## config.mk

```make
export PLATFORM = sky130hd
export DESIGN_NAME = cpu8_sequencer
export DESIGN_NICKNAME = d
export VERILOG_FILES = /design/src/rtl/cpu8_pkg.sv /design/src/rtl/cpu8_prog_mem.sv /design/src/rtl/cpu8_sequencer.sv
export SDC_FILE = /design/constraint.sdc
export NUM_CORES = 1
export LEC_CHECK = 0
export ABC_CLOCK_PERIOD_IN_PS = 4100
export CAP_MARGIN = 40
export CORE_MARGIN = 2
export CORE_UTILIZATION = 60
export CTS_CLUSTER_SIZE = 10
export DETAILED_ROUTE_END_ITERATION = 16
export MAX_ROUTING_LAYER = met4
export PLACE_DENSITY = 0.8
export RECOVER_POWER = 25
export SETUP_SLACK_MARGIN = 0.5
export SLEW_MARGIN = 20
export SYNTH_ARGS = -nofsm -noshare
export SYNTH_HDL_FRONTEND = slang
export SYNTH_SLANG_ARGS = --single-unit
```

## constraint.sdc

```tcl
create_clock -name clk -period 4.1 [get_ports clk]
set_input_delay 0.82 -clock clk [delete_from_list [all_inputs] [get_ports clk]]
set_output_delay 0.82 -clock clk [all_outputs]
set_load 0.05 [all_outputs]
```

## src/rtl/cpu8_pkg.sv

```systemverilog
// Shared opcode, field and state definitions for the cpu8 sequencer and datapath.
package cpu8_pkg;

  localparam logic [3:0] OP_NOP  = 4'h0;
  localparam logic [3:0] OP_ADD  = 4'h1;
  localparam logic [3:0] OP_SUB  = 4'h2;
  localparam logic [3:0] OP_AND  = 4'h3;
  localparam logic [3:0] OP_OR   = 4'h4;
  localparam logic [3:0] OP_NOT  = 4'h5;
  localparam logic [3:0] OP_JZ   = 4'h6;
  localparam logic [3:0] OP_JNZ  = 4'h7;
  localparam logic [3:0] OP_HALT = 4'h8;

  localparam int unsigned OPC_LSB  = 0;
  localparam int unsigned OPC_MSB  = 3;
  localparam int unsigned OPND_LSB = 4;
  localparam int unsigned OPND_MSB = 7;

  typedef enum logic [1:0] {
    IDLE,
    LOAD,
    RUN,
    SETTLE
  } seq_state_e;

  function automatic logic is_alu(input logic [3:0] opc);
    return (opc >= OP_ADD) && (opc <= OP_NOT);
  endfunction

endpackage

```

## src/rtl/cpu8_prog_mem.sv

```systemverilog
// Program store: DEPTH x 8 register file, one write port, combinational read, no reset.
module cpu8_prog_mem #(
  parameter int unsigned DEPTH = 16,
  parameter int unsigned AW    = 4
) (
  input  logic          clk,
  input  logic          we,
  input  logic [AW-1:0] waddr,
  input  logic [7:0]    wdata,
  input  logic [AW-1:0] raddr,
  output logic [7:0]    rdata
);

  logic [7:0] mem [DEPTH];

  always_ff @(posedge clk) begin
    if (we) mem[waddr] <= wdata;
  end

  assign rdata = mem[raddr];

endmodule

```

## src/rtl/cpu8_sequencer.sv

```systemverilog
// Program sequencer for the 8-bit accumulator datapath.
// Optional single-step control: define CPU8_SEQ_SINGLE_STEP_EN.
module cpu8_sequencer
  import cpu8_pkg::*;
#(
  parameter int unsigned DEPTH      = 16,
  parameter int unsigned AW         = 4,
  parameter int unsigned SETTLE_CYC = 3,
  parameter int unsigned MAX_STEPS  = 255
) (
  input  logic          clk,
  input  logic          rst,
  input  logic          load_req,
  input  logic          ld_valid,
  output logic          ld_ready,
  input  logic [7:0]    ld_data,
  input  logic          ld_last,
  input  logic          start,
  input  logic          stop,
  output logic [7:0]    dp_word,
  output logic          dp_valid,
  input  logic          dp_acc_zero,
  output logic [AW-1:0] pc,
  output logic          busy,
  output logic          done,
  output logic          err
`ifdef CPU8_SEQ_SINGLE_STEP_EN
  ,
  input  logic          step,
  input  logic          step_mode
`endif
);

  seq_state_e    state_q, state_d;
  logic [AW-1:0] pc_d;
  logic [AW-1:0] ld_addr_q, ld_addr_d;
  logic [7:0]    step_q, step_d;
  logic [7:0]    settle_q, settle_d;
  logic          err_q, err_d;
  logic          mem_we;
  logic [7:0]    word;
  logic [3:0]    opc;
  logic [3:0]    opnd;
  logic          advance;
  logic          taken;

  cpu8_prog_mem #(.DEPTH(DEPTH), .AW(AW)) u_mem (
    .clk   (clk),
    .we    (mem_we),
    .waddr (ld_addr_q),
    .wdata (ld_data),
    .raddr (pc),
    .rdata (word)
  );

`ifdef CPU8_SEQ_SINGLE_STEP_EN
  assign advance = !step_mode || step;
`else
  assign advance = 1'b1;
`endif

  assign opc   = word[OPC_MSB:OPC_LSB];
  assign opnd  = word[OPND_MSB:OPND_LSB];
  assign taken = (opc == OP_JZ) ? dp_acc_zero : !dp_acc_zero;
  assign busy  = (state_q != IDLE);
  assign err   = err_q;

  always_comb begin
    state_d   = state_q;
    pc_d      = pc;
    ld_addr_d = ld_addr_q;
    step_d    = step_q;
    settle_d  = (settle_q != '0) ? settle_q - 8'd1 : settle_q;
    err_d     = err_q;
    mem_we    = 1'b0;
    ld_ready  = 1'b0;
    dp_word   = '0;
    dp_valid  = 1'b0;
    done      = 1'b0;
    unique case (state_q)
      IDLE: begin
        if (load_req) begin
          state_d   = LOAD;
          ld_addr_d = '0;
        end else if (start) begin
          state_d = RUN;
          pc_d    = '0;
          step_d  = '0;
          err_d   = 1'b0;
        end
      end
      LOAD: begin
        if (stop) begin
          state_d = IDLE;
        end else begin
          ld_ready = 1'b1;
          if (ld_valid) begin
            mem_we    = 1'b1;
            ld_addr_d = ld_addr_q + AW'(1);
            if (ld_last || ld_addr_q == AW'(DEPTH - 1)) state_d = IDLE;
          end
        end
      end
      RUN: begin
        if (stop) begin
          state_d = IDLE;
        end else if (step_q == 8'(MAX_STEPS)) begin
          err_d   = 1'b1;
          state_d = IDLE;
        end else if (advance) begin
          // A branch deferred to SETTLE is not counted; it counts when it resolves.
          if (opc == OP_JZ || opc == OP_JNZ) begin
            if (settle_q != '0) begin
              state_d = SETTLE;
            end else begin
              step_d = step_q + 8'd1;
              pc_d   = taken ? opnd[AW-1:0] : pc + AW'(1);
            end
          end else begin
            step_d = step_q + 8'd1;
            if (opc == OP_HALT) begin
              done    = 1'b1;
              state_d = IDLE;
            end else if (opc > OP_HALT) begin
              err_d   = 1'b1;
              state_d = IDLE;
            end else begin
              if (is_alu(opc)) begin
                dp_valid = 1'b1;
                dp_word  = word;
                settle_d = 8'(SETTLE_CYC);
              end
              if (pc == AW'(DEPTH - 1)) begin
                done    = 1'b1;
                state_d = IDLE;
              end else begin
                pc_d = pc + AW'(1);
              end
            end
          end
        end
      end
      SETTLE: begin
        if (stop) state_d = IDLE;
        else if (settle_q == '0) state_d = RUN;
      end
      default: state_d = IDLE;
    endcase
  end

  always_ff @(posedge clk) begin
    if (rst) begin
      state_q   <= IDLE;
      pc        <= '0;
      ld_addr_q <= '0;
      step_q    <= '0;
      settle_q  <= '0;
      err_q     <= 1'b0;
    end else begin
      state_q   <= state_d;
      pc        <= pc_d;
      ld_addr_q <= ld_addr_d;
      step_q    <= step_d;
      settle_q  <= settle_d;
      err_q     <= err_d;
    end
  end

endmodule
```

== After elaboration in Yosys (flattened, before gate mapping) ==
Memory sizes are Yosys's and may differ from the RTL's. A register that Yosys moved wholly into a read port is not among the register bits.
Index checks and enable logic that the tools add are counted.

* Bits in writable memories: 128
* Memories: 1
* Output and inout port bits: 17
* Flip-flop bits (word level): 27

* Muxes and demuxes: 84
* Magnitude comparators: 3
* Reduce and logical (&&, ||, !) cells: 15
* $add $sub $neg: 4
* Eq/ne operators: 29

{| class="wikitable"
|+ Memory list
! memory !! words !! width !! read ports !! clocked after memory_dff !! write ports !! line !! text
|-
| u_mem.mem || 16 || 8 || 1 || 1 || 1 || cpu8_prog_mem.sv:14 || <nowiki>logic [7:0] mem [DEPTH];</nowiki>
|}

{| class="wikitable"
|+ Operator list
! cell !! number
|-
| 8-bit two-way mux || 21
|-
| 4-bit two-way mux || 15
|-
| 3-bit inequality test, second input constant || 11
|-
| 1-bit two-way mux || 29
|-
| 2-bit two-way mux || 14
|-
| 4-bit one-hot mux with 2 select lines || 2
|-
| 8-bit one-hot mux with 2 select lines || 1
|-
| 2-bit inequality test, second input constant || 7
|-
| 4-bit == test, second input constant || 3
|-
| 6-bit AND reduction || 2
|-
| 9-bit AND reduction || 1
|-
| 4-bit by 1-bit adder with 4-bit output, second input constant || 2
|-
| 8-bit by 1-bit adder with 8-bit output, second input constant || 1
|-
| 4-bit by 3-bit == test with 1-bit output, second input constant || 2
|-
| 8-bit == test, second input constant || 1
|-
| 8-bit logical NOT || 1
|-
| 2-bit one-hot mux with 4 select lines || 1
|-
| 8-bit nonzero test || 1
|-
| 8-bit by 1-bit subtractor with 8-bit output, second input constant || 1
|-
| 7-bit inequality test, second input constant || 1
|-
| 7-bit AND reduction || 1
|-
| 2-bit nonzero test || 3
|-
| 5-bit inequality test, second input constant || 1
|-
| 2-bit == test, second input constant || 2
|-
| 10 further kinds || 11
|}

== Longest topological paths before layout ==
Gate-level depths: netlist of run 1.

* Depth after elaboration: 10
* Mapped depth: 10

== By module ==
From an unflattened synthesis of run 1, not the netlist that was laid out.

* Cells, all modules: 419
* Area, all modules: 6598.8 um^2

{| class="wikitable"
|+ By module, submodules not included
! module !! sequential area each (um^2) !! area each (um^2) !! times used !! cells each
|-
| cpu8_prog_mem || 3843.7 || 4987.3 || 1 || 221
|-
| cpu8_sequencer || 540.5 || 1611.5 || 1 || 198
|}

== Worst setup path after synthesis of run 1 ==
OpenSTA, ideal clock, no wires.

* Path type: register to output
* Start point: register (tool-made name)
* End point: output port dp_word[4]
* Arrival: 3479 ps
* Setup slack: -199 ps
* Required time: 3280 ps
* Cell stages (with the launch flop): 9
* Path through: dfxtp_1 -> buf_2 -> buf_4 -> mux4_2 -> a22oi_1 -> nand2_1 -> or2_0 -> clkbuf_1 -> nor4_1

{| class="wikitable"
|+ RTL lines
! item !! line !! text
|-
| end, declared || cpu8_sequencer.sv:20 || <nowiki>output logic [7:0] dp_word,</nowiki>
|}

==> run_results.csv, run 1 <==
group,metric,value,unit
status,status,"completed",
timing,max_freq,275,MHz
worst_setup_path,cp_slowest_cell,"mux4_2",
cts,clk_pin_slew_worst_paths,0.07,ns
worst_setup_path,crit_fanout,6,
die,die-area,12000,um^2
power,p_per_area,455,nW/um^2
min_path,hold_start,"err",
timing,setup_violations,0,
worst_setup_path,crit_type,"register to primary output",
timing,tightestPinTransition,0.848,ns
timing,rsz0062_at_grt,"true",
grt,grt_pass1_wl,22.1,mm
cts,htree_levels,4,
timing,holdWs,0.488,ns
finish,drive_gt1_share,30.8,%
die,fp.coreArea,10800,um^2
power,p_seq_share,48.2,%
logic_synthesis,ys_ff_latch,159,
finish,most-common-layout-cells,"edfxtp_1 (128), buf_4 (47), nor2_1 (43), mux4_2 (37), dfxtp_1 (28)",
route,wirelength,15.3,mm
logic_synthesis,syn_area,6690,um^2
timing,hold_viol,0,
logic_synthesis,syn_inst,422,
logic_synthesis,synthFlopType,"edfxtp_1",
logic_synthesis,synth-async-reset-ratio,0,%
place,globalplace.congestion,0.878,
timing,finalCritPeriodShare,88.8,%
cts,ctsHoldBuffers,0,
route,wl_per_cell,23.3,um
worst_setup_path,crit_arrival,2.82,ns
logic_synthesis,synth.top_cell.area_share,57.5,%
place,dpl.cell_count,591,
min_path,worstHoldEndpoint,"err",
timing,timing.slew.headroom,43.3,%
cts,clockRootBuffer,"clkbuf_8",
route,drc,0,
worst_setup_path,rrSetupSlack,0.50,ns
power,p_leak,2.77,nW
power,p_clk_share,40.7,%
place,portBuffers,31,
logic_synthesis,syn_area_per_cell,15.8,um^2
min_path,hold-path-cell-count,2,
cts,tritoncts,"done",
power,p_sw,0.928,mW
die,die_w,110,um
timing,finalCriticalPeriod,3.64,ns
min_path,hp-class,"register to register",
worst_setup_path,ff2ff_path_depth,16,
power,vdd_drop_max,0.000373,V
die,rows,38,
worst_setup_path,startpoint_type,"register",
cts,cts.sinks,159,
grt,grt_pass1_vias,4117,
logic_synthesis,netlist-cell-type-count,58,
logic_synthesis,yosys_warnings,0,
die,fp.dieH,110,um
route,avgViaCountPerCell,6.46,
die,ios,33,
worst_setup_path,required,3.28,ns
power,sw_frac_of_total,24.6,%
worst_setup_path,path_cells,"buf_8 > buf_4 > mux4_2 > nand2_1 > nand4_1 > a21o_1 > nor2_1 > a21oi_2 > nor2_2 > buf_12",
timing,slew_violations,0,
grt,antenna_found_initial,0,
logic_synthesis,synth_edf_count,128,
logic_synthesis,yosysSeqAreaShare,66.8,%
power,comb_power_share,11.1,%
timing,fin_worst_skew,0.0106,ns
finish,final_common_cell,"edfxtp_1",
route,dr.pass1.iters,7,
finish,diodes,0,
cts,clock_latency,0.54,ns
grt,grt_overflow,0,
timing,fin_setup_tns,0,ns
logic_synthesis,yosys-top-cells-area,"edfxtp_1 (57%), mux4_2 (12%), dfxtp_1 (9.3%), nor2_1 (2.5%), ha_1 (1.5%)",
cts,cts_buffer_depth,2,
route,ant_nets,0,
finish,syn_to_final_growth,23.9,%
power,internal_power,2.84,mW
route,drtIter0Drc,493,
worst_setup_path,end_kind,"primary output",
job,maxCapViolations,0,
grt,grt_start_max_net_pins,18,
finish,fin_cells,659,
place,dp.final_hpwl,8.98,mm
cts,cts_buffers,17,
finish,utilization,76.4,%
grt,track_usage,26.8,%
worst_setup_path,cpPeakStageDelay,0.50,ns
die,start_util,61.7,%
logic_synthesis,syn_nets,446,
route,vias,4254,
finish,layout.nets,530,
logic_synthesis,yosys.area.top_type,"edfxtp_1",
synth_stat cells, types with 6 or more instances:
cell type  instances
clkbuf_1           9
nand2_1           26
edfxtp_1         128
ha_1               8
xor2_1             8
mux4_2            37
xnor2_1            7
dfxtp_1           31
a21oi_1            7
inv_1              9
nor2_1            45
nor3_1            13
nand2b_1           6
cell type report:
cell class                      count  area (um^2)
Clock buffer                       18          418
Clock inverter                     14          158
Fill cell                         567         2560
Inverter                            9         33.8
Multi-Input combinational cell    236         2210
Sequential cell                   159         4480
Tap cell                          140          175
Timing Repair Buffer               83          817
power by group through the flow:
stage | registers [mW] | logic, mW | clock network [mW]
final | 1.82 | 0.418 | 1.54
after CTS | 1.82 | 0.397 | 1.55
after detailed placement | 1.86 | 0.374 | 0
after floorplan | 1.85 | 0.274 | 0
after global routing | 1.82 | 0.451 | 1.61
after global placement | 1.85 | 0.365 | 0
timing repair:
item | 4_1_cts | 5_1_grt
buffers inserted | 24 | 10
resized for setup | 24 | 10
pin swaps | 9 | 8
setup endpoints to repair | 9 | 17
kinds of logic (layout without fill, tap and decap cells):
group                      count (synthesis)  after routing  share of synthesized area [%]
AOI/OAI and AO/OA                         30             30                           3.35
DFF                                      159            159                           66.8
xor gates and xnor gates                  16             16                           2.21
buffers and inverters                     27            124                           1.87
adders and majority gates                  8              8                           1.50
muxes                                     44             44                           13.5
and+or+nand+nor                          137            137                           10.7
other                                      1              1                         0.0561
critical path, delay by kind of cell (launching register included):
family          cells  cell delay (ns)
simple gates        4             0.64
mux                 1             0.50
buf+inv             3             0.44
flops               1             0.40
compound gates      2             0.30
sequential cells by signal, summed over array words and instances (netlist names), named ones only:
signal	count
ld_addr_q	4
settle_q	8
err	1
step_q	8
u_mem.mem	128
pc	4
state_q	2
routing by layer:
metal,global-route usage (%),vias up,wire length (um)
li1,-,1809,-
met1,32.0,2108,5740
met2,43.2,270,7840
met3,6.70,67,1110
met4,12.7,0,630
met5,-,-,0
worst max path at each step:
stage / slack (ns) / from / cells past startpoint / endpoint
floorplan: 0.41 / register / 8 / dp_word[0]
global placement: 0.55 / stop / 6 / dp_word[7]
detailed placement: 0.52 / stop / 6 / dp_word[7]
CTS: 0.50 / register / 9 / dp_word[7]
global route: 0.38 / register / 10 / dp_word[7]
finish: 0.46 / register / 10 / done
stage by stage:
| stage | setup WS [ns] | area, um^2 | power (mW) |
|---|---|---|---|
| 2_1_floorplan | 0.409 | 6730 | 2.12 |
| 3_3_place_gp | 0.548 | 7320 | 2.22 |
| 3_5_place_dp | 0.516 | 7320 | 2.23 |
| 4_1_cts | 0.504 | 8150 | 3.76 |
| 5_1_grt | 0.381 | 8280 | 3.88 |
| 6_report | 0.458 | 8280 | 3.77 |
Power figures use the tool's default switching activity.
==> inputs of run 2 (changes only) <==
CAP_MARGIN = not set   (was 40)
MAX_ROUTING_LAYER = not set   (was met4)
==> run 2 against run 1 <==
Compared with the run above:
- clock skew rose by 0.0020 ns
- via count fell by 1.0%
- power barely moved
- setup slack improved by 0.0047 ns
- combinational power barely moved
- sequential cell count did not move
- hold slack improved by 0.0042 ns
- critical path depth did not move
- clock power barely moved
- fmax rose by 0.13%
- wire length fell by 0.72%
- critical path type unchanged
==> run_results.csv, run 2 (same netlist as run 1, synthesis figures left out) <==
group,metric,value,unit
status,status,"completed",
worst_setup_path,path_buf_inv,3,
timing,max_freq,275,MHz
power,p_per_area,456,nW/um^2
grt,grt_start_max_net_pins,18,
route,avgViaCountPerCell,6.41,
route,drc,0,
timing,finalCriticalPeriod,3.64,ns
route,wirelength,15.2,mm
place,globalplace.congestion,0.864,
die,die_w,110,um
grt,track_usage,26.1,%
place,portBuffers,31,
worst_setup_path,startpoint_type,"register",
worst_setup_path,crit_type,"register to primary output",
place,dpl_cell_area,7320,um^2
worst_setup_path,end_kind,"primary output",
timing,finalCritPeriodShare,88.7,%
min_path,hold_start,"err",
cts,clk_pin_slew_worst_paths,0.07,ns
finish,stdcell_area,8270,um^2
timing,fin_setup_tns,0,ns
job,maxCapViolations,0,
die,start_util,61.7,%
route,dr.pass1.iters,5,
finish,diodes,0,
cts,cts_buffer_depth,2,
worst_setup_path,crit_arrival,2.82,ns
cts,cts.sinks,159,
place,dp.final_hpwl,8.98,mm
worst_setup_path,crit_fanout,6,
cts,clockRootBuffer,"clkbuf_8",
cts,cts_buffers,17,
cts,htree_levels,4,
timing,timing.slew.headroom,40.4,%
grt,grt_pass1_vias,4097,
place,place_ws,0.516,ns
finish,syn_to_final_growth,23.7,%
cts,ctsHoldBuffers,0,
route,vias,4211,
die,rows,38,
cts,clock_latency,0.54,ns
timing,hold_viol,0,
power,p_leak,2.76,nW
cts,tritoncts,"done",
worst_setup_path,cpPeakStageDelay,0.50,ns
timing,tightestPinTransition,0.890,ns
timing,fin_worst_skew,0.0126,ns
grt,grt_overflow,0,
finish,layout.nets,528,
finish,drive_gt1_share,30.9,%
route,ant_nets,0,
finish,largest_register,"u_mem.mem",
finish,most-common-layout-cells,"edfxtp_1 (128), buf_4 (45), nor2_1 (43), mux4_2 (37), dfxtp_1 (28)",
grt,antenna_found_initial,0,
die,fp.coreArea,10800,um^2
finish,largest_reg_flops,128,
power,vdd_drop_max,0.000373,V
route,wl_per_cell,23.2,um
die,ios,33,
timing,worst_slack,0.463,ns
route,drtIter0Drc,491,
timing,rsz0062_at_grt,"true",
worst_setup_path,crit_family,"simple AND/OR/NAND/NOR gates",
worst_setup_path,required,3.28,ns
worst_setup_path,path_cells,"buf_8 > buf_4 > mux4_2 > nand2_1 > nand4_1 > a21o_1 > nor2_1 > a21oi_2 > nor2_2 > buf_12",
die,die-area,12000,um^2
die,fp.dieH,110,um
timing,slew_violations,0,
finish,final_common_cell,"edfxtp_1",
worst_setup_path,cp_slowest_cell,"mux4_2",
finish,reg_top3,"u_mem.mem: 128 flops, settle_q: 8 flops, step_q: 8 flops",
min_path,hp-class,"register to register",
timing,setup_violations,0,
grt,grt_pass1_wl,22.2,mm
==> run 2: changes by cell type in the layout (fill, tap and decap cells not counted) <==
| cell | before | now |
|---|---|---|
| nand2_1 | 23 | 22 |
| nor2b_2 | 0 | 1 |
| nand2_2 | 2 | 3 |
| buf_4 | 47 | 45 |
| nor2b_1 | 3 | 2 |
==> run 2: stage by stage <==
step / utilization, % / instances / total power, mW / hold WS, ns
after floorplan: - / 422 / 2.12 / 0.471
after global placement: 67.6 / 591 / 2.22 / 0.450
after detailed placement: 67.6 / 591 / 2.23 / 0.461
after CTS: 75.2 / 647 / 3.76 / 0.470
after global routing: 76.3 / 657 / 3.89 / 0.507
final: 76.3 / 657 / 3.77 / 0.492
==> run 2: path summary, 6_finish.rpt <==
| kind | slack (ns) | endpoint | depth (start not counted) |
|---|---|---|---|
| min reg2reg | 0.49 | err | 2 |
| max | 0.46 | done | 10 |
| max reg2reg | 0.49 | register | 16 |
| min | 0.49 | err | 2 |
==> run 2: cell type report <==
cell class              count  area (um^2)
flip-flops and latches    159         4480
fillers                   570         2570
multi-input cells         236         2210
repair buffers             81          802
clock buffers              18          418
well taps                 140          175
clock inverters            14          158
inverters                   9         33.8
==> run 2: repair_timing <==
action | in CTS | in global routing
pin swaps | 9 | 8
setup buffers | 24 | 10
gates cloned | 0 | 0
gates resized for setup | 24 | 12
setup endpoints to repair | 9 | 17
==> run 2: worst reg2reg max path, delay by kind of cell (launching register included) <==
kind                   cells  cell delay (ns)
AO/OA/AOI/OAI              3             0.91
buffers and inverters      9             1.27
flip-flops                 1             0.40
multiplexers               1             0.50
AND/OR/NAND/NOR            3             0.39
==> run 2: routing by layer <==
layer | up-vias | GRT usage [%] | part of all wire (%)
li1 | 1808 | - | -
met1 | 2091 | 31.8 | 38
met2 | 249 | 43.3 | 51
met3 | 63 | 7.11 | 7.3
met4 | 0 | 12.4 | 4.0
met5 | - | 0 | 0
==> run 2: where the power goes <==
part,internal [mW],total (mW),leakage (nW),switching (mW)
registers,1.78,1.82,1.41,0.0410
logic,0.188,0.419,1.09,0.231
clock network,0.877,1.53,0.267,0.656
total,2.84,3.77,2.76,0.928
